==> config.mk <==
export PLATFORM = sky130hd
export DESIGN_NAME = mem_arbiter_flat
export DESIGN_NICKNAME = d
export VERILOG_FILES = /design/src/rtl/mem_arbiter_pkg.sv /design/src/rtl/mem_arbiter_if.sv /design/src/rtl/mem_arbiter_rr_arb2.sv /design/src/rtl/mem_arbiter.sv /design/src/flat_wrapper.sv
export SDC_FILE = /design/constraint.sdc
export NUM_CORES = 1
export LEC_CHECK = 0
export ABC_AREA = 0
export CORE_MARGIN = 5
export CORE_UTILIZATION = 44
export CTS_CLUSTER_DIAMETER = 150
export DETAILED_ROUTE_END_ITERATION = 16
export GPL_TIMING_DRIVEN = 0
export HOLD_SLACK_MARGIN = 0.12
export PLACE_DENSITY_LB_ADDON = 0.12
export SLEW_MARGIN = 25
export SYNTH_ARGS = -nofsm -noshare
export SYNTH_HDL_FRONTEND = slang
export SYNTH_SLANG_ARGS = --single-unit
==> constraint.sdc <==
create_clock -name clk -period 4.6 [get_ports clk]
set_input_delay 0.69 -clock clk [delete_from_list [all_inputs] [get_ports clk]]
set_output_delay 0.69 -clock clk [all_outputs]
set_load 0.05 [all_outputs]
==> src/rtl/mem_arbiter_pkg.sv <==
// Shared types for the LC-3 main-RAM arbiter: FSM states and port identifiers.
package mem_arbiter_pkg;

  localparam int unsigned N_PORTS  = 2;
  localparam int unsigned PORT_CPU = 0;
  localparam int unsigned PORT_DMA = 1;

  // One bit per requester, bit PORT_CPU = CPU, bit PORT_DMA = DMA/loader.
  typedef logic [N_PORTS-1:0] port_vec_t;

  typedef enum logic [1:0] {
    ST_IDLE   = 2'd0,
    ST_ACCESS = 2'd1,
    ST_RESP   = 2'd2
  } state_e;

endpackage

==> src/rtl/mem_arbiter_if.sv <==
// Arbiter bus: CPU request port, DMA/loader request port and the RAM-side strobe.
interface mem_arbiter_if
  import mem_arbiter_pkg::*;
#(
  parameter int unsigned ADDR_W = 16,
  parameter int unsigned DATA_W = 16
);

  logic              cpu_req;
  logic              cpu_we;
  logic [ADDR_W-1:0] cpu_addr;
  logic [DATA_W-1:0] cpu_wdata;
  logic [DATA_W-1:0] cpu_rdata;
  logic              cpu_rdy;

  logic              dma_req;
  logic              dma_we;
  logic [ADDR_W-1:0] dma_addr;
  logic [DATA_W-1:0] dma_wdata;
  logic [DATA_W-1:0] dma_rdata;
  logic              dma_ack;

  logic              ram_en;
  logic              ram_we;
  logic [ADDR_W-1:0] ram_addr;
  logic [DATA_W-1:0] ram_wdata;
  logic [DATA_W-1:0] ram_rdata;

  port_vec_t         grant;

  // Arbiter view.
  modport slave (
    input  cpu_req, cpu_we, cpu_addr, cpu_wdata,
    input  dma_req, dma_we, dma_addr, dma_wdata,
    input  ram_rdata,
    output cpu_rdata, cpu_rdy, dma_rdata, dma_ack,
    output ram_en, ram_we, ram_addr, ram_wdata, grant
  );

  // Requester / RAM environment view.
  modport master (
    output cpu_req, cpu_we, cpu_addr, cpu_wdata,
    output dma_req, dma_we, dma_addr, dma_wdata,
    output ram_rdata,
    input  cpu_rdata, cpu_rdy, dma_rdata, dma_ack,
    input  ram_en, ram_we, ram_addr, ram_wdata, grant
  );

endinterface

==> src/rtl/mem_arbiter_rr_arb2.sv <==
// Two-way round-robin picker; the last-grant register lives in the parent.
module rr_arb2
  import mem_arbiter_pkg::*;
(
  input  port_vec_t i_req,
  input  logic      i_last,   // 1: DMA won the previous grant
  output port_vec_t o_gnt_c
);

  // Single requester wins outright; a tie goes to the port that did not win last.
  always_comb begin
    o_gnt_c = '0;
    if (i_req == 2'b11) begin
      o_gnt_c[PORT_CPU] = i_last;
      o_gnt_c[PORT_DMA] = ~i_last;
    end else begin
      o_gnt_c = i_req;
    end
  end

endmodule

==> src/rtl/mem_arbiter.sv <==
// Arbiter/sequencer sharing the single-port main RAM between CPU and DMA ports.
module mem_arbiter
  import mem_arbiter_pkg::*;
#(
  parameter int unsigned WAIT_CYCLES = 1,
  parameter int unsigned ADDR_W      = 16,
  parameter int unsigned DATA_W      = 16
) (
  input  logic          clk,
  input  logic          arst,
  mem_arbiter_if.slave  bus
);

  localparam int unsigned CNT_W = $clog2(WAIT_CYCLES + 1);

  state_e            r_state;
  state_e            w_state_nxt;
  logic [CNT_W-1:0]  r_cnt;
  logic [CNT_W-1:0]  w_cnt_nxt;

  logic              r_last;     // 1: DMA owned the previous access
  logic              r_owner;    // 1: DMA owns the current access
  logic              r_we;
  logic [ADDR_W-1:0] r_addr;
  logic [DATA_W-1:0] r_wdata;
  logic [DATA_W-1:0] r_cpu_rdata;
  logic [DATA_W-1:0] r_dma_rdata;
  logic              r_cpu_rdy;
  logic              r_dma_ack;
  logic              r_ram_en;
  logic              r_ram_we;
  port_vec_t         r_grant;

  port_vec_t         w_req;
  port_vec_t         w_gnt;
  logic              w_sel_dma;
  logic              w_we_sel;
  logic [ADDR_W-1:0] w_addr_sel;
  logic [DATA_W-1:0] w_wdata_sel;
  logic              w_take;
  logic              w_done;
  logic              w_ram_en_nxt;
  logic              w_cpu_rdy_nxt;
  logic              w_dma_ack_nxt;
  port_vec_t         w_grant_nxt;

  assign w_req = {bus.dma_req, bus.cpu_req};

  rr_arb2 u_rr (
    .i_req   (w_req),
    .i_last  (r_last),
    .o_gnt_c (w_gnt)
  );

  // Steer the winning port's request fields toward the latch registers.
  always_comb begin
    w_sel_dma   = w_gnt[PORT_DMA];
    w_we_sel    = w_sel_dma ? bus.dma_we    : bus.cpu_we;
    w_addr_sel  = w_sel_dma ? bus.dma_addr  : bus.cpu_addr;
    w_wdata_sel = w_sel_dma ? bus.dma_wdata : bus.cpu_wdata;
  end

  // FSM state and wait counter.
  always_ff @(posedge clk or posedge arst) begin
    if (arst) begin
      r_state <= ST_IDLE;
      r_cnt   <= '0;
    end else begin
      r_state <= w_state_nxt;
      r_cnt   <= w_cnt_nxt;
    end
  end

  // Next state plus the next values of the registered strobes and pulses.
  always_comb begin
    w_state_nxt   = r_state;
    w_cnt_nxt     = r_cnt;
    w_take        = 1'b0;
    w_done        = 1'b0;
    w_ram_en_nxt  = 1'b0;
    w_cpu_rdy_nxt = 1'b0;
    w_dma_ack_nxt = 1'b0;
    w_grant_nxt   = r_grant;
    unique case (r_state)
      ST_IDLE: begin
        if (|w_req) begin
          w_take       = 1'b1;
          w_state_nxt  = ST_ACCESS;
          w_cnt_nxt    = CNT_W'(WAIT_CYCLES);
          w_ram_en_nxt = 1'b1;
          w_grant_nxt  = w_gnt;
        end
      end
      ST_ACCESS: begin
        if (r_cnt != '0) begin
          w_cnt_nxt = r_cnt - CNT_W'(1);
        end else begin
          w_done        = 1'b1;
          w_state_nxt   = ST_RESP;
          w_cpu_rdy_nxt = ~r_owner;
          w_dma_ack_nxt = r_owner;
        end
      end
      ST_RESP: begin
        w_state_nxt = ST_IDLE;
        w_grant_nxt = '0;
      end
      default: begin
        w_state_nxt = ST_IDLE;
        w_grant_nxt = '0;
      end
    endcase
  end

  // Request latches, RAM strobe, completion pulses and per-port read data.
  always_ff @(posedge clk or posedge arst) begin
    if (arst) begin
      r_last      <= 1'b1;
      r_owner     <= 1'b0;
      r_we        <= 1'b0;
      r_addr      <= '0;
      r_wdata     <= '0;
      r_cpu_rdata <= '0;
      r_dma_rdata <= '0;
      r_cpu_rdy   <= 1'b0;
      r_dma_ack   <= 1'b0;
      r_ram_en    <= 1'b0;
      r_ram_we    <= 1'b0;
      r_grant     <= '0;
    end else begin
      r_ram_en  <= w_ram_en_nxt;
      r_ram_we  <= w_ram_en_nxt & w_we_sel;
      r_cpu_rdy <= w_cpu_rdy_nxt;
      r_dma_ack <= w_dma_ack_nxt;
      r_grant   <= w_grant_nxt;
      if (w_take) begin
        r_owner <= w_sel_dma;
        r_last  <= w_sel_dma;
        r_we    <= w_we_sel;
        r_addr  <= w_addr_sel;
        r_wdata <= w_wdata_sel;
      end
      if (w_done && !r_we) begin
        if (r_owner) r_dma_rdata <= bus.ram_rdata;
        else         r_cpu_rdata <= bus.ram_rdata;
      end
    end
  end

  assign bus.cpu_rdata = r_cpu_rdata;
  assign bus.cpu_rdy   = r_cpu_rdy;
  assign bus.dma_rdata = r_dma_rdata;
  assign bus.dma_ack   = r_dma_ack;
  assign bus.ram_en    = r_ram_en;
  assign bus.ram_we    = r_ram_we;
  assign bus.ram_addr  = r_addr;
  assign bus.ram_wdata = r_wdata;
  assign bus.grant     = r_grant;

endmodule

==> src/flat_wrapper.sv <==
// flat-port wrapper written by rule: the top's interface ports become plain ports
module mem_arbiter_flat import mem_arbiter_pkg::*;
#(
  parameter int unsigned WAIT_CYCLES = 1,
  parameter int unsigned ADDR_W      = 16,
  parameter int unsigned DATA_W      = 16
)
  (clk, arst, bus_cpu_req, bus_cpu_we, bus_cpu_addr, bus_cpu_wdata, bus_dma_req, bus_dma_we, bus_dma_addr, bus_dma_wdata, bus_ram_rdata, bus_cpu_rdata, bus_cpu_rdy, bus_dma_rdata, bus_dma_ack, bus_ram_en, bus_ram_we, bus_ram_addr, bus_ram_wdata, bus_grant);
  mem_arbiter_if #(.ADDR_W(ADDR_W), .DATA_W(DATA_W)) bus_i ();
  input  logic clk;
  input  logic arst;
  input wire logic [$bits(bus_i.cpu_req)-1:0] bus_cpu_req;
  input wire logic [$bits(bus_i.cpu_we)-1:0] bus_cpu_we;
  input wire logic [$bits(bus_i.cpu_addr)-1:0] bus_cpu_addr;
  input wire logic [$bits(bus_i.cpu_wdata)-1:0] bus_cpu_wdata;
  input wire logic [$bits(bus_i.dma_req)-1:0] bus_dma_req;
  input wire logic [$bits(bus_i.dma_we)-1:0] bus_dma_we;
  input wire logic [$bits(bus_i.dma_addr)-1:0] bus_dma_addr;
  input wire logic [$bits(bus_i.dma_wdata)-1:0] bus_dma_wdata;
  input wire logic [$bits(bus_i.ram_rdata)-1:0] bus_ram_rdata;
  output wire logic [$bits(bus_i.cpu_rdata)-1:0] bus_cpu_rdata;
  output wire logic [$bits(bus_i.cpu_rdy)-1:0] bus_cpu_rdy;
  output wire logic [$bits(bus_i.dma_rdata)-1:0] bus_dma_rdata;
  output wire logic [$bits(bus_i.dma_ack)-1:0] bus_dma_ack;
  output wire logic [$bits(bus_i.ram_en)-1:0] bus_ram_en;
  output wire logic [$bits(bus_i.ram_we)-1:0] bus_ram_we;
  output wire logic [$bits(bus_i.ram_addr)-1:0] bus_ram_addr;
  output wire logic [$bits(bus_i.ram_wdata)-1:0] bus_ram_wdata;
  output wire logic [$bits(bus_i.grant)-1:0] bus_grant;
  assign bus_i.cpu_req = bus_cpu_req;
  assign bus_i.cpu_we = bus_cpu_we;
  assign bus_i.cpu_addr = bus_cpu_addr;
  assign bus_i.cpu_wdata = bus_cpu_wdata;
  assign bus_i.dma_req = bus_dma_req;
  assign bus_i.dma_we = bus_dma_we;
  assign bus_i.dma_addr = bus_dma_addr;
  assign bus_i.dma_wdata = bus_dma_wdata;
  assign bus_i.ram_rdata = bus_ram_rdata;
  assign bus_cpu_rdata = bus_i.cpu_rdata;
  assign bus_cpu_rdy = bus_i.cpu_rdy;
  assign bus_dma_rdata = bus_i.dma_rdata;
  assign bus_dma_ack = bus_i.dma_ack;
  assign bus_ram_en = bus_i.ram_en;
  assign bus_ram_we = bus_i.ram_we;
  assign bus_ram_addr = bus_i.ram_addr;
  assign bus_ram_wdata = bus_i.ram_wdata;
  assign bus_grant = bus_i.grant;
  mem_arbiter #(.WAIT_CYCLES(WAIT_CYCLES), .ADDR_W(ADDR_W), .DATA_W(DATA_W)) u_core (.clk(clk), .arst(arst), .bus(bus_i));
endmodule
**After elaboration in Yosys (flattened, before gate mapping)**

Index checks and enable logic that the tools add are counted.

- Input port bits: 86
- Register bits: 76
- Logic and storage cells: 53

- Bitwise operators: 4
- Reduce and logical (&&, ||, !) cells: 10
- Eq/ne operators: 4
- Muxes and demuxes: 20
- Add/sub/neg operators: 1

Operators with widths:

| operator | count |
|---|---|
| $mux W16 | 2 |
| $mux W1 | 11 |
| $reduce_and A2 Y1 | 5 |
| $mux W2 | 4 |
| $pmux W2 S2 | 2 |
| $not A1 Y1 | 3 |
| $eq A2 B1 Y1 const B | 1 |
| $eq A2 B2 Y1 const B | 1 |
| $logic_not A2 Y1 | 1 |
| $ne A2 B1 Y1 const B | 1 |
| $ne A2 B2 Y1 const B | 1 |
| $pmux W1 S2 | 1 |
| $reduce_bool A2 Y1 | 1 |
| $reduce_or A2 Y1 | 1 |
| $and A1 B1 Y1 | 1 |
| $logic_and A1 B1 Y1 | 1 |
| $logic_not A1 Y1 | 1 |
| $sub A1 B1 Y1 const B | 1 |

**Longest topological paths before layout**

Gate-level depths: netlist (run 1).

- Word-level depth: 4
- Mapped depth: 6

**Modules after synthesis**

Synthesis (run 1) repeated with hierarchy kept, for this count alone.

- Cells, all modules: 248
- Area total of the unflattened synthesis: 3224.3 um^2

Modules (own cells, without submodules):

| module | area an instance (um^2) | instances | cells each | sequential area each (um^2) |
|---|---|---|---|---|
| mem_arbiter | 3205.6 | 1 | 245 | 1903.1 |
| rr_arb2 | 18.8 | 1 | 3 | 0.0 |

**Worst setup path after synthesis (run 1)**

OpenSTA, ideal clock, no wires.

- Path type: in2reg
- Start: in bus_dma_req
- End: reg u_core.r_addr[2] (netlist: u_core.bus.ram_addr[2])
- Library setup time: 0.125 ns
- Buffers on the path: 2
- Setup slack: 2.728 ns
- Arrival: 1.747 ns
- Stages on the path: 5
- Required time: 4.475 ns
- Cells stage by stage: a21bo_2 buf_2 buf_6 mux2_2 mux2_2

- Longest elaborated chain between the ends: 3
- Elaborated cells on any way between the ends: 6
- Classes of those cells: eq/ne (1); mux (4); reduce/logical (1)

Ends and longest elaborated chain:

| what | line | text |
|---|---|---|
| from (decl) | flat_wrapper.sv:16 | `input wire logic [$bits(bus_i.dma_req)-1:0] bus_dma_req;` |
| $eq A2 B2 Y1 or $reduce_or A2 Y1 (tied branches) | mem_arbiter_rr_arb2.sv:13, mem_arbiter.sv:86 |  |
| $mux W2 or $mux W1 (tied branches) | mem_arbiter_rr_arb2.sv:13, mem_arbiter.sv:86 |  |
| $mux W16 or $mux W1 (tied branches) | mem_arbiter.sv:59, mem_arbiter.sv:84 |  |
| to (signal assigned) | mem_arbiter.sv:140 | `r_addr <= w_addr_sel;` |
| to (decl) | mem_arbiter.sv:24 | `logic [ADDR_W-1:0] r_addr;` |

Several ways; a longest one is shown, not always the timed one.
A chain may end at the register's enable or synchronous reset.

**Worst setup path after layout (run 1)**

- Start: in bus_cpu_req
- End: reg u_core.r_wdata[15] (netlist: u_core.bus.ram_wdata[15])

- Longest elaborated chain between the ends: 3
- Elaborated cells on any way between the ends: 6
- Classes of those cells: eq/ne (1); mux (4); reduce/logical (1)

Ends and longest elaborated chain:

| what | line | text |
|---|---|---|
| from (decl) | flat_wrapper.sv:12 | `input wire logic [$bits(bus_i.cpu_req)-1:0] bus_cpu_req;` |
| $eq A2 B2 Y1 or $reduce_or A2 Y1 (tied branches) | mem_arbiter_rr_arb2.sv:13, mem_arbiter.sv:86 |  |
| $mux W2 or $mux W1 (tied branches) | mem_arbiter_rr_arb2.sv:13, mem_arbiter.sv:86 |  |
| $mux W16 or $mux W1 (tied branches) | mem_arbiter.sv:60, mem_arbiter.sv:84 |  |
| to (signal assigned) | mem_arbiter.sv:141 | `r_wdata <= w_wdata_sel;` |
| to (decl) | mem_arbiter.sv:25 | `logic [DATA_W-1:0] r_wdata;` |

Several ways; a longest one is shown, not always the timed one.

==> run summary, run 1 <==
Status: complete, no violations
Sequential area share after synthesis: 57.3%
Post-synth top area share: 56.5%
Clock transition at path regs: 0.07 ns
Power density cells: 819 nW/um2
Syn Nets: 301
Max stage delay cell, worst path: clkdlybuf4s50_1
Hold/Removal Path Class: reg2reg
PortBufs: 155
Detail Route met2 WL: 3940 um
Fillcell total: 578
Worst Hold Depth: 1
Later-pin clock latency in the skew report: 0.33 ns
Setup TNS: 0 ns
Remaining DRCs: 0
Rel. slew slack: 62.8%
Post-synth top cells: 86 x mux2_2, 75 x dfrtp_1, 10 x mux2_4
Max-cap violations: 0
CTS Root Cell: clkbuf_8
Tcrit/Tclk final: 48.2%
Syn Inst Count: 215
# diodes: 0
CTS tree: built
Synthesized flop and latch total: 76
Tightest Pin Transition: 0.556 ns
Crit path kind: in2reg
Yosys warns: 0
Fmax: 0.451 GHz
Buffer levels on the longest clock path: 2
Final worst path period need: 2.22 ns
Initial DRC count: 32
Die W: 96.9 um
R2R cell count: 5
Die Area: 9390 um2
Top Family by Delay on Critical Path: buffers and inverters
Drt total wl: 7910 um
Wl on met1: 3360 um
Routability cong.: 0.738
CP Max Fanout: 10
Most frequent cell after synthesis: mux2_2
Area Overhead vs Synth: 57.4%
Synth unique cells: 29
Cells along the critical path: clkdlybuf4s50_1 -> a21bo_2 -> buf_2 -> buf_6 -> mux2_2 -> mux2_2
Hold endpoint: u_core.bus.ram_addr[6]
Pre-antenna DRT Iters: 4
Post-synth EDFFs: 0
Maximum number of pins on one net before global-route repair: 54
CORE AREA: 7290 um2
RR Startpoint: u_core.r_state[0]
Num rows: 31
Clock Skew: 0.0109 ns
Crit path from: bus_cpu_req
HPWL after detailed placement: 6170 um
Highest routed layer: met4
Clock sink total: 76
Via count: 2324
Internal reg-to-reg setup slack: 2.66 ns
Syn Area/Cell: 15.5 um2
Asr flop ratio synth: 100%
VDD IR-drop max: 570 uV
Core Util, Final: 71.7%
Gr usage total: 17.3%
Unrepaired setup endpoints after global routing: no
Worst EP required: 4.81 ns
First-pass GRT wire length: 13100 um
Syn Std Cell Area: 3320 um2
CP most frequent cell: mux2_2
Fin nets: 468
Initial antenna violation count: 0
Total power: 0.00428 W
CP Data Arrival Time: 2.43 ns
Lkg Pwr: 2.21 nW
Worst hold start: u_core.bus.ram_addr[6]
# IOs: 156
CP Capture Type: register
Share of cells above drive strength 1: 33.6%
DR WL met3: 567 um
Worst setup SP type: primary input
Final Max Slew Viols: 0
Post-route antenna net violation count: 0
Gr ovfl total: 0
Vias in the first global route: 2541
WL/cell: 16.3 um
Area leader, netlist: dfrtp_1
Initial Utilization: 45.6%
CTS Buf Count: 9
Vias per cell: 4.78
Final WS setup: 2.38 ns
Final Hold Viols: 0
Height of the die: 96.9 um
Main synth FF type: dfrtp_1
CP peak stage delay: 0.58 ns
Bufs and invs on worst path: 3
# resized after CTS: 0
Setup violations, final: 0
Pre-CTS WS: 2.02 ns
H-Tree Depth: 3
Number of buffers inserted by hold repair at cts: 0
Dominant cells by area after synthesis: dfrtp_1 56%, mux2_2 29%, mux2_4 4.5%
Fin Hold WS: 0.508 ns
Setup repair bufs after CTS: 0
Crit Reg-Reg Endpoint: u_core.bus.cpu_rdata[2]
how the worst max path moves through the flow:
stage                                to  cells after the start
2_1_floorplan   u_core.bus.cpu_rdata[0]                      1
3_3_place_gp     u_core.bus.ram_addr[6]                      2
3_5_place_dp   u_core.bus.ram_wdata[15]                      6
4_1_cts                 bus_ram_addr[0]                      1
5_1_grt        u_core.bus.ram_wdata[15]                      6
6_report       u_core.bus.ram_wdata[15]                      6
cells in the final DEF, fill, tap and decap left out, types with 2 or more instances in the layout:
master | synthesis | final
clkdlybuf4s50_1 | 0 | 155
mux2i_1 | 2 | 2
mux2_2 | 86 | 86
inv_1 | 4 | 3
nor2_1 | 3 | 3
a21oi_1 | 4 | 4
clkbuf_8 | 0 | 11
o21ai_0 | 2 | 2
mux2_4 | 10 | 10
nand2_1 | 2 | 2
dfrtp_1 | 75 | 75
buf_6 | 5 | 5
clkinv_2 | 0 | 2
buf_2 | 4 | 4
state kept, by name, summed over array words and instances, names as in the netlist:
name,flops
u_core.bus.cpu_rdy,1
u_core.bus.ram_we,1
u_core.bus.grant,2
u_core.bus.ram_wdata,16
u_core.bus.cpu_rdata,16
u_core.bus.ram_en,1
u_core.r_last,1
u_core.bus.dma_ack,1
u_core.r_we,1
u_core.r_owner,1
u_core.r_cnt,1
u_core.bus.dma_rdata,16
u_core.bus.ram_addr,16
u_core.r_state,2
area by class of cell:
class	count	area (um2)	area share [%]
inverter	6	25.0	0.478
timing repair buffer	156	1580	30.2
tap	99	124	2.37
clock inverter	4	47.5	0.909
buffer	10	83.8	1.60
multi-input combinational	123	1310	25.1
clock buffer	12	155	2.97
sequential	76	1900	36.4
routing by layer:
metal	vias up	global-route usage, %
li1	1096	-
met4	0	5.51
met5	-	0
met3	3	5.83
met1	1141	21.3
met2	84	28.6
worst reg2reg max path, stage by stage (launching register included):
cell and delay (ns):
dfrtp_1 0.33, buf_4 0.15, or3b_4 0.42, nor3_4 0.34, buf_6 0.22, mux2_2 0.35
through the flow:
stage | cells | instance area [um2]
2_1_floorplan | 215 | 3320
3_3_place_gp | 469 | 5000
3_5_place_dp | 470 | 5030
4_1_cts | 486 | 5230
5_1_grt | 486 | 5230
6_report | 486 | 5230
kinds of logic (layout without fill, tap and decap cells):
kind of cell	count (synthesis)	after routing	share of synthesized area, %
AO/OA/AOI/OAI	12	12	2.33
buffers and inverters	16	188	3.20
flip-flops	76	76	57.3
multiplexers	98	98	34.3
AND/OR/NAND/NOR	13	13	2.94
where the power goes:
part           switching [W]  leakage, nW  internal [W]  total [W]
Sequential          0.000181        0.902       0.00101    0.00119
Combinational        0.00155         1.21       0.00103    0.00258
Clock               0.000231        0.102      0.000279   0.000509
Total                0.00196         2.21       0.00232    0.00428
No activity file was read; power rests on OpenSTA's default activity.
==> run 2, diff against run 1 <==
- CORE_UTILIZATION: 44 -> 41
- clock period: 4.6 -> 2.1 ns (I/O delays scaled with it)
==> run summary, run 2 (synthesis results as in run 1) <==
Worst EP required: 2.32 ns (was 4.81 ns)
Setup repair bufs after CTS: 0 (unchanged)
Fin Hold WS: 0.394 ns (was 0.508 ns)
Tcrit/Tclk final: 91.0%
Commonest non-fill, non-tap cell in the layout: clkdlybuf4s50_1 (unchanged)
CP Capture Type: register (unchanged)
PortBufs: 155 (unchanged)
CTS Root Cell: clkbuf_8 (unchanged)
# diodes: 0 (unchanged)
Post-route antenna net violation count: 0 (unchanged)
CTS tree: built (unchanged)
Drt total wl: 8040 um (was 7910 um)
First-pass GRT wire length: 12900 um (was 13100 um)
Maximum number of pins on one net before global-route repair: 29 (was 54)
Initial Utilization: 42.6% (was 45.6%)
VDD IR-drop max: 930 uV (was 570 uV)
Worst setup SP type: register (was primary input)
CP Max Fanout: 10 (unchanged)
Pre-antenna DRT Iters: 4 (unchanged)
H-Tree Depth: 3 (unchanged)
Setup violations, final: 0 (unchanged)
Num rows: 32 (was 31)
CTS Buf Count: 9 (unchanged)
Initial DRC count: 43 (was 32)
Remaining DRCs: 0 (unchanged)
# IOs: 156 (unchanged)
Tightest Pin Transition: 0.625 ns (was 0.556 ns)
WL/cell: 16.4 um (was 16.3 um)
Final Max Slew Viols: 0 (unchanged)
Rel. slew slack: 58.2% (was 62.8%)
Clock transition at path regs: 0.08 ns (was 0.07 ns)
Area Overhead vs Synth: 58.8% (was 57.4%)
Lkg Pwr: 2.22 nW (was 2.21 nW)
Clock sink total: 76 (unchanged)
Unrepaired setup endpoints after global routing: no (unchanged)
Fmax: 0.523 GHz
Core Util, Final: 67.6% (was 71.7%)
Height of the die: 100 um (was 96.9 um)
Max-cap violations: 0 (unchanged)
RR Startpoint: u_core.r_state[1] (was u_core.r_state[0])
Crit path from: u_core.r_state[1] (was bus_cpu_req)
Crit path kind: reg2reg (was in2reg)
Share of cells above drive strength 1: 33.9% (was 33.6%)
Final Hold Viols: 0 (unchanged)
Number of buffers inserted by hold repair at cts: 0 (unchanged)
Fin nets: 469 (was 468)
# resized after CTS: 0 (unchanged)
Die W: 100 um (was 96.9 um)
Commonest non-fill, non-tap cells in the layout: 155 x clkdlybuf4s50_1, 86 x mux2_2, 75 x dfrtp_1 (unchanged)
Vias in the first global route: 2551 (was 2541)
Initial antenna violation count: 0 (unchanged)
Power density cells: 1800 nW/um2 (was 819 nW/um2)
R2R cell count: 4 (was 5)
Gr ovfl total: 0 (unchanged)
CP Data Arrival Time: 2.13 ns (was 2.43 ns)
Routability cong.: 0.719 (was 0.738)
CORE AREA: 7810 um2 (was 7290 um2)
Status: complete, no violations (unchanged)
Final worst path period need: 1.91 ns
HPWL after detailed placement: 6210 um (was 6170 um)
Clock Skew: 0.00988 ns (was 0.0109 ns)
Hold/Removal Path Class: in2async (was reg2reg)
Via count: 2357 (was 2324)
Later-pin clock latency in the skew report: 0.34 ns (was 0.33 ns)
Die Area: 10000 um2 (was 9390 um2)
Gr usage total: 16.3% (was 17.3%)
Vias per cell: 4.82 (was 4.78)
Buffer levels on the longest clock path: 2 (unchanged)
[run 2: cell types whose count changed in the layout (fill, tap and decap cells not counted), sizes merged]
cell | before | now
inv | 5 | 4
buf | 11 | 12
bufinv | 1 | 2
clkbuf | 12 | 11
clkinv | 3 | 2
clkinvlp | 1 | 2
[run 2: power breakdown]
group	switching, W	internal, W
Clock	0.000521	0.000726
Sequential	0.000396	0.00222
Combinational	0.00341	0.00225
Total	0.00432	0.00520
[run 2: worst max-delay path: stages (launching register included)]
cell and delay [ns]:
dfrtp_1 0.45, or3b_4 0.45, nor3_4 0.34, buf_6 0.22, mux2_2 0.34
[run 2: final cells by class]
type / count / area, um2
clock buffer: 11 / 151
buffer: 10 / 83.8
inverter: 6 / 26.3
timing repair buffer: 157 / 1600
sequential: 76 / 1900
clock inverter: 4 / 72.6
multi-input combinational: 123 / 1310
fill: 601 / 2530
tap: 102 / 128
[run 2: path summary, 6_finish.rpt]
check                                           endpoint  slack (ns)
worst max-delay path             u_core.bus.cpu_rdata[4]        0.19
worst min-delay path             u_core.bus.dma_rdata[0]        0.39
min in group clk                u_core.bus.ram_wdata[14]        0.51
worst max register to register   u_core.bus.cpu_rdata[4]        0.19
worst min register to register  u_core.bus.ram_wdata[14]        0.51
max in group asynchronous                  u_core.r_last        0.90
[run 2: metal layers]
layer | wire [um] | track usage, %
met4 | 163 | 6.63
met2 | 3830 | 26.6
met1 | 3260 | 19.6
met3 | 786 | 5.84
met5 | 0 | 0
[run 2: metrics by stage]
step	cell area, um2	setup slack [ns]	setup TNS, ns	total power (W)	instances
after floorplan	3330	0.375	0	0.00644	215
after global routing	5280	0.0917	0	0.00997	489
after CTS	5280	0.150	0	0.00963	489
final	5280	0.189	0	0.00952	489
after global placement	5010	-0.0612	-1.24	0.00826	472
after detailed placement	5050	-0.0813	-1.63	0.00836	474
==> run 3, diff against run 2 <==
- CORE_UTILIZATION: 41 -> 37
- clock period: 2.1 -> 1.6 ns (I/O delays scaled with it)
==> run summary, run 3 (synthesis results as in run 1) <==
Failing checks: negative setup slack
Initial antenna violation count: 0 (unchanged)
Setup violations, final: 53 (was 0)
Final worst path period need: 1.72 ns (was 1.91 ns)
Lkg Pwr: 2.72 nW (was 2.22 nW)
Cells along the critical path: a21bo_2 -> buf_8 -> buf_12 -> buf_12 -> mux2_4 -> mux2_4 (was or3b_4 -> nor3_4 -> buf_6 -> mux2_2)
Number of buffers inserted by hold repair at cts: 0 (unchanged)
Gr ovfl total: 0 (unchanged)
Buffer levels on the longest clock path: 2 (unchanged)
CP peak stage delay: 0.54 ns (was 0.45 ns)
CTS Root Cell: clkbuf_8 (unchanged)
Crit Reg-Reg Endpoint: u_core.bus.ram_wdata[9] (was u_core.bus.cpu_rdata[4])
Max-cap violations: 0 (unchanged)
Num rows: 34 (was 32)
H-Tree Depth: 3 (unchanged)
Remaining DRCs: 0 (unchanged)
Die W: 105 um (was 100 um)
R2R cell count: 6 (was 4)
RR Startpoint: u_core.r_last (was u_core.r_state[1])
Commonest non-fill, non-tap cells in the layout: 83 x clkdlybuf4s50_1, 74 x dfrtp_1, 73 x mux2_4 (was 155 x clkdlybuf4s50_1, 86 x mux2_2, 75 x dfrtp_1)
Clock transition at path regs: 0.07 ns (was 0.08 ns)
Crit path kind: reg2reg (unchanged)
Commonest non-fill, non-tap cell in the layout: clkdlybuf4s50_1 (unchanged)
Clock sink total: 76 (unchanged)
Fin nets: 486 (was 469)
Worst EP required: 1.82 ns (was 2.32 ns)
Power density cells: 2220 nW/um2 (was 1800 nW/um2)
Clock Skew: 0.00969 ns (was 0.00988 ns)
# IOs: 156 (unchanged)
Share of cells above drive strength 1: 37.4% (was 33.9%)
Core Util, Final: 64.9% (was 67.6%)
Die Area: 11000 um2 (was 10000 um2)
VDD IR-drop max: 1100 uV (was 930 uV)
Routability cong.: 0.717 (was 0.719)
Max stage delay cell, worst path: dfstp_2 (was dfrtp_1)
Final WS setup: -0.117 ns (was 0.189 ns)
Fmax: 0.582 GHz (was 0.523 GHz)
Worst setup SP type: register (unchanged)
Final Max Slew Viols: 0 (unchanged)
Setup TNS: -2.18 ns (was 0 ns)
Crit path from: u_core.r_last (was u_core.r_state[1])
Status: finished with violations (was complete, no violations)
Internal reg-to-reg setup slack: -0.12 ns (was 0.19 ns)
Initial DRC count: 37 (was 43)
Maximum number of pins on one net before global-route repair: 28 (was 29)
Unrepaired setup endpoints after global routing: yes (was no)
Hold/Removal Path Class: in2reg (was in2async)
First-pass GRT wire length: 13400 um (was 12900 um)
Tightest Pin Transition: 0.643 ns (was 0.625 ns)
Vias in the first global route: 2585 (was 2551)
Initial Utilization: 38.1% (was 42.6%)
Post-route antenna net violation count: 0 (unchanged)
HPWL after detailed placement: 6090 um (was 6210 um)
Rel. slew slack: 57.1% (was 58.2%)
CP Data Arrival Time: 1.93 ns (was 2.13 ns)
CORE AREA: 8720 um2 (was 7810 um2)
Total power: 0.0125 W (was 0.00952 W)
WL/cell: 16.6 um (was 16.4 um)
CTS Buf Count: 9 (unchanged)
CP Max Fanout: 6 (was 10)
PortBufs: 155 (unchanged)
Final Cell Area: 5660 um2 (was 5280 um2)
Cell Area, Placed: 5210 um2 (was 5050 um2)
Pre-antenna DRT Iters: 4 (unchanged)
Crit path to: u_core.bus.ram_wdata[9] (was u_core.bus.cpu_rdata[4])
Later-pin clock latency in the skew report: 0.34 ns (about the same)
Height of the die: 105 um (was 100 um)
Area Overhead vs Synth: 70.3% (was 58.8%)
Via count: 2432 (was 2357)
Vias per cell: 4.75 (was 4.82)
CTS tree: built (unchanged)
Drt total wl: 8500 um (was 8040 um)
Tcrit/Tclk final: 107% (was 91.0%)
Final Hold Viols: 0 (unchanged)
# diodes: 0 (unchanged)
Gr usage total: 15.1% (was 16.3%)
CP Capture Type: register (unchanged)
[run 3: changes by cell type in the layout (fill, tap and decap cells not counted), sizes merged]
cell	previous run	this run
buf	12	29
bufinv	2	1
clkbuf	11	9
clkdlybuf4s50	155	83
clkinv	2	5
clkinvlp	2	1
dlygate4sd2	0	71
dlymetal6s2s	0	1
inv	4	5
[run 3: through the flow]
| step | setup WS (ns) | hold WS, ns | cells |
|---|---|---|---|
| global placement | -0.478 | 0.488 | 478 |
| global route | -0.150 | 0.234 | 512 |
| finish | -0.117 | 0.231 | 512 |
| CTS | -0.189 | 0.330 | 513 |
| floorplan | -0.124 | 0.310 | 215 |
| detailed placement | -0.492 | 0.492 | 480 |
[run 3: report_power, final]
| group | total (W) | internal (W) | switching [W] |
|---|---|---|---|
| registers | 0.00340 | 0.00291 | 0.000488 |
| logic | 0.00774 | 0.00305 | 0.00469 |
| clock network | 0.00141 | 0.000715 | 0.000695 |
| total | 0.0125 | 0.00667 | 0.00588 |
[run 3: area by class of cell]
type,instances,area [um2]
clock buffers,9,124
fillers,681,3060
inverters,6,31.3
repair buffers,177,1740
clock inverters,6,66.3
well taps,108,135
flip-flops and latches,76,1900
multi-input cells,123,1550
plain buffers,7,108
[run 3: routing by layer]
layer  vias to the layer above  GRT usage [%]  wire [um]
li1                       1138              -          -
met1                      1194           19.0       3610
met2                        87           24.4       4100
met3                        13           4.93        638
met4                         0           5.48        159
met5                         -              0          0
[run 3: how the worst min path moves through the flow]
| stage | startpoint | end | slack [ns] | depth (start not counted) |
|---|---|---|---|---|
| 2_1_floorplan | bus_cpu_req | u_core.r_last | 0.31 | 1 |
| 3_3_place_gp | u_core.bus.dma_rdata[11] | u_core.bus.dma_rdata[11] | 0.49 | 1 |
| 3_5_place_dp | u_core.bus.dma_rdata[14] | u_core.bus.dma_rdata[14] | 0.49 | 1 |
| 4_1_cts | arst | u_core.bus.cpu_rdata[6] | 0.33 | 2 |
| 5_1_grt | bus_cpu_req | u_core.r_last | 0.23 | 2 |
| 6_report | bus_cpu_req | u_core.r_last | 0.23 | 2 |
[run 3: critical path, delay by kind of cell, from the launching register on]
kind | cells | cell delay [ns]
muxes | 2 | 0.56
DFF | 1 | 0.54
buffers and inverters | 3 | 0.36
AOI/OAI and AO/OA | 1 | 0.14
[run 3: timing repair]
item | 4_1_cts | 5_1_grt
gates cloned | 4 | 0
gates resized for setup | 104 | 22
endpoints found under the setup margin | 125 | 65
pin swaps | 1 | 3
buffers inserted | 14 | 4
